[config.mk]
export PLATFORM = sky130hd
export DESIGN_NAME = sync_fifo_param
export DESIGN_NICKNAME = d
export VERILOG_FILES = /design/src/rtl/fifo_pkg.sv /design/src/rtl/fifo_ram.sv /design/src/rtl/sync_fifo_param.sv
export SDC_FILE = /design/constraint.sdc
export NUM_CORES = 1
export LEC_CHECK = 0
export ABC_AREA = 1
export CORE_MARGIN = 1
export CORE_UTILIZATION = 35
export DETAILED_ROUTE_END_ITERATION = 6
export PLACE_DENSITY = 0.5
export SLEW_MARGIN = 20
export SYNTH_ARGS = -nofsm -noshare
export SYNTH_HDL_FRONTEND = slang
export SYNTH_HIERARCHICAL = 1
export SYNTH_SLANG_ARGS = --single-unit
[constraint.sdc]
create_clock -name clk -period 2.7 [get_ports clk]
set_input_delay 0.27 -clock clk [delete_from_list [all_inputs] [get_ports clk]]
set_output_delay 0.27 -clock clk [all_outputs]
set_load 0.02 [all_outputs]
[src/rtl/fifo_pkg.sv]
// fifo_pkg: shared constants and helpers for sync_fifo_param
package fifo_pkg;
  localparam logic [1:0] ST_EMPTY   = 2'd0;
  localparam logic [1:0] ST_PARTIAL = 2'd1;
  localparam logic [1:0] ST_FULL    = 2'd2;
  localparam int ERR_RD = 1;
  localparam int ERR_WR = 0;
  function automatic int log2(input int n);
    int r;
    r = 0;
    while ((1 << r) < n) r++;
    return r;
  endfunction
endpackage

[src/rtl/fifo_ram.sv]
// fifo_ram: DEPTH x DWIDTH storage with a sync write port and a registered read port
module fifo_ram
  import fifo_pkg::*;
#(
  parameter int DWIDTH = 8,
  parameter int DEPTH  = 8,
  parameter int AW     = log2(DEPTH)
) (
  input  logic              clk,
  input  logic              rst,
  input  logic              we,
  input  logic [AW-1:0]     waddr,
  input  logic [DWIDTH-1:0] wdata,
  input  logic              re,
  input  logic              fwd,
  input  logic [AW-1:0]     raddr,
  output logic [DWIDTH-1:0] q
);
  logic [DWIDTH-1:0] mem [DEPTH];
  always_ff @(posedge clk)
    if (we) mem[waddr] <= wdata;
  // fwd loads write data straight into the output register (empty-FIFO bypass)
  always_ff @(posedge clk or posedge rst)
    if (rst) q <= '0;
    else if (re) q <= fwd ? wdata : mem[raddr];
endmodule

[src/rtl/sync_fifo_param.sv]
// sync_fifo_param: parametrised single-clock FIFO with fill level, flags and error pulses
module sync_fifo_param
  import fifo_pkg::*;
#(
  parameter int DWIDTH   = 8,
  parameter int DEPTH    = 8,
  parameter int AF_LEVEL = DEPTH - 2,
  parameter int AE_LEVEL = 2,
  localparam int AW      = log2(DEPTH)
) (
  input  logic              clk,
  input  logic              rst,
  input  logic              we,
  input  logic              re,
  input  logic [DWIDTH-1:0] din,
  output logic [DWIDTH-1:0] dout,
  output logic              rd_valid,
  output logic [AW:0]       count,
  output logic              empty,
  output logic              full,
  output logic              almost_empty,
  output logic              almost_full,
  output logic              rd_err,
  output logic              wr_err
);
  logic [AW-1:0] rd_ptr, wr_ptr;
  logic [1:0] st, err;
  logic do_wr, do_rd, byp;
  assign st = (count == '0) ? ST_EMPTY : (count == (AW+1)'(DEPTH)) ? ST_FULL : ST_PARTIAL;
  assign empty        = st == ST_EMPTY;
  assign full         = st == ST_FULL;
  assign almost_empty = int'(count) <= AE_LEVEL;
  assign almost_full  = int'(count) >= AF_LEVEL;
  assign rd_err       = err[ERR_RD];
  assign wr_err       = err[ERR_WR];
  // a full FIFO accepts a write only when the same cycle frees a slot
  assign do_wr = we && (st == ST_PARTIAL || (st == ST_EMPTY && !re) || (st == ST_FULL && re));
  assign do_rd = re && st != ST_EMPTY;
  assign byp   = we && re && st == ST_EMPTY;
  always_ff @(posedge clk or posedge rst)
    if (rst) begin
      rd_ptr   <= '0;
      wr_ptr   <= '0;
      count    <= '0;
      rd_valid <= 1'b0;
      err      <= '0;
    end else begin
      if (do_wr) wr_ptr <= wr_ptr + AW'(1);
      if (do_rd) rd_ptr <= rd_ptr + AW'(1);
      count       <= count + (AW+1)'(do_wr) - (AW+1)'(do_rd);
      rd_valid    <= do_rd || byp;
      err[ERR_RD] <= re && !we && st == ST_EMPTY;
      err[ERR_WR] <= we && !re && st == ST_FULL;
    end
  fifo_ram #(.DWIDTH(DWIDTH), .DEPTH(DEPTH), .AW(AW)) u_ram (
    .clk  (clk),
    .rst  (rst),
    .we   (do_wr),
    .waddr(wr_ptr),
    .wdata(din),
    .re   (do_rd || byp),
    .fwd  (byp),
    .raddr(rd_ptr),
    .q    (dout)
  );
endmodule
==> results.cfg, run 1 <==
[worst_setup_path]
crit_path_max_fanout = 6
reg2reg_depth = 12
end_kind = flip-flop
required_ns = 2.95
crit_type = flip-flop to flip-flop
arrival_ns = 2.56
worstSetupStartpointType = flip-flop

[place]
place_congestion = 0.804
dp_hpwl_mm = 5.41
numPortBuffers = 30
dp.cells = 535
dp_slack_ns = 0.325

[routing]
drc = 0
drtIter0Drc = 105
drtPass1Iterations = 4
wl_mm = 8.20
via_per_inst = 4.62
via_count = 2548
ant_nets = 0
avgRoutedWirePerCell_um = 14.9

[synth]
synth_fp_nets = 395
synth-edff-count = 64
yosysUniqueCellTypes = 24
synth_seq_cells = 85
synth.most_common_cell = nand2_1
syn_area_per_cell_um2 = 10.4
seq_area_frac_synth_pct = 63.7
syn_inst = 371
synth_common_cells = nand2_1, edfxtp_1, nand3_1
async_flop_share_pct = 24.7
synth_area_leaders = edfxtp_1, dfrtp_1, nand2_1, nand3_1, inv_1
synth_top_area_cell = edfxtp_1
ys.flop_type = edfxtp_1
yosysWarnings = 6
yosysTopAreaCellShare_pct = 50.0
syn_area_um2 = 3840

[timing]
fin_crit_sh_pct = 85.9
fin_crit_ns = 2.32
worstMarginPinSlew_ns = 0.543
fin_ws_ns = 0.382
max_freq_mhz = 431
finalHoldViolCount = 0
slew_headroom_pct = 63.8
fin_skew_ns = 0.0125
tns_ns = 0
final-max-slew-violation-count = 0
setup_violations = 0
rsz0062_at_grt = false
timing.hold.ws_ns = 0.201

[floorplan]
die_w_um = 107
die_y_um = 107
num_rows = 37
core_um2 = 10500
io_pins = 31
start_util_pct = 36.6
die_area_um2 = 11400

[layout]
layout.nets = 434
multi_input_area_um2 = 1120
syn_to_final_growth_pct = 16.9
fill_cells = 1016
drive_above_1_share_pct = 9.88
regArea_um2 = 2450
stdcell_count = 551
diodes = 0

[power]
ir_worst_vdd_mv = 0.422
power_density_nw_per_um2 = 1010
p_leak_nw = 1.93
power_mw = 4.56

[clock_tree]
cts_hold_buf = 0
clk_latency_ns = 0.35
cts_tree = built
cts.path.max_buffers = 2
cts_sinks = 85
cts.clk_slew.worst_paths_ns = 0.09
cts_inserted_buffers = 9
post_cts_resized = 0
clockRootBuffer = clkbuf_8
htree_levels = 3
cts_setup_buffers = 0

[grt]
grt_max_degree = 33
grt_pass1_vias = 2462
grt_pass1_wl_mm = 13.3
grt_overflow_total = 0
grt_usage_pct = 16.0
antenna_found_initial = 0

[run]
drv_cap = 0

[run_status]
status = completed

[hold_path]
hold_path_class = input pin to asynchronous set/reset pin
[cells by family (layout without fill, tap and decap cells)]
logic type / count (synthesis) / in the layout / share of synthesized area, %
AND/OR/NAND/NOR: 194 / 194 / 21.9
flip-flops: 85 / 85 / 63.7
buffers and inverters: 62 / 106 / 7.32
AO/OA/AOI/OAI: 13 / 13 / 1.89
adder cells (fa/ha/maj): 12 / 12 / 4.10
XOR/XNOR: 5 / 5 / 1.14
[critical path: stages, from the launching register on]
cell	delay [ns]
dfrtp_1	0.42
inv_1	0.13
ha_1	0.22
nor2_1	0.06
nand2_1	0.11
nand2_2	0.10
nand2_4	0.09
inv_1	0.04
ha_1	0.26
inv_1	0.04
ha_1	0.20
fa_1	0.38
xor2_1	0.15
[final cells by class]
type / instances / area share, %
clock buffers: 10 / 3.31
multi-input cells: 224 / 24.8
well taps: 136 / 3.79
clock inverters: 6 / 0.947
inverters: 49 / 4.15
repair buffers: 41 / 8.52
flip-flops and latches: 85 / 54.5
[flip-flops by register name (all words and copies together) (netlist names)]
signal	count
count	4
rd_valid	1
u_ram/q	8
err	2
rd_ptr	3
wr_ptr	3
u_ram/mem	64
[per-layer routing]
metal  vias up  track usage, %  routed length (um)  share of wire (%)
li1       1282               -                   -                  -
met1      1206            20.7                3720                 45
met2        42            25.7                4010                 49
met3        18            3.04                 245                3.0
met4         0            7.93                 233                2.8
met5         -               0                   0                  0
[final timing paths]
kind / startpoint / end / slack (ns)
max in group asynchronous: rst / wr_ptr[0] / 2.05
min in group clk: u_ram/q[4] / u_ram/q[4] / 0.50
worst max register to register: count[2] / count[2] / 0.38
worst min register to register: u_ram/q[4] / u_ram/q[4] / 0.50
worst min-delay path: rst / u_ram/q[2] / 0.20
worst max-delay path: count[2] / count[2] / 0.38
[stage by stage]
step           area (um2)  utilization (%)
2_1_floorplan        3840                -
3_3_place_gp         4300             40.9
3_5_place_dp         4300             40.9
4_1_cts              4490             42.8
5_1_grt              4490             42.8
6_report             4490             42.8
[layout by cell type, fill, tap and decap left out]
cell	count
nand2_1	93
edfxtp_1	64
nand3_1	54
inv_1	48
nor2_1	33
clkdlybuf4s50_1	30
dfrtp_1	21
ha_1	11
buf_4	11
a21oi_1	9
clkbuf_8	9
nand2_2	5
xnor2_1	3
inv_4	3
xor2_1	2
o21ai_0	2
or2_0	2
nand3_2	2
a21oi_2	2
or2_2	2
nor2_2	1
nand2_4	1
nor3_1	1
fa_1	1
clkinv_2	1
inv_6	1
clkinvlp_4	1
clkinv_4	1
clkbuf_16	1
[power by group]
part	switching [mW]	total (mW)	internal [mW]
registers	0.202	1.87	1.67
logic	1.11	1.82	0.710
clock network	0.470	0.864	0.395
total	1.78	4.56	2.78
Note: power is estimated with default switching activity, not from simulation.
==> run 2, diff against run 1 <==
--- a/config.mk
+++ b/config.mk
@@ -8,6 +8,7 @@
 export ABC_AREA = 1
 export CORE_MARGIN = 1
 export CORE_UTILIZATION = 35
+export CTS_CLUSTER_DIAMETER = 200
 export DETAILED_ROUTE_END_ITERATION = 6
 export PLACE_DENSITY = 0.5
 export SLEW_MARGIN = 20
@@ -15,3 +16,4 @@
 export SYNTH_HDL_FRONTEND = slang
 export SYNTH_HIERARCHICAL = 1
 export SYNTH_SLANG_ARGS = --single-unit
+export TNS_END_PERCENT = 50
==> results of run 2 <==
Final layout, timing and power as in run 1 (identical DEF).
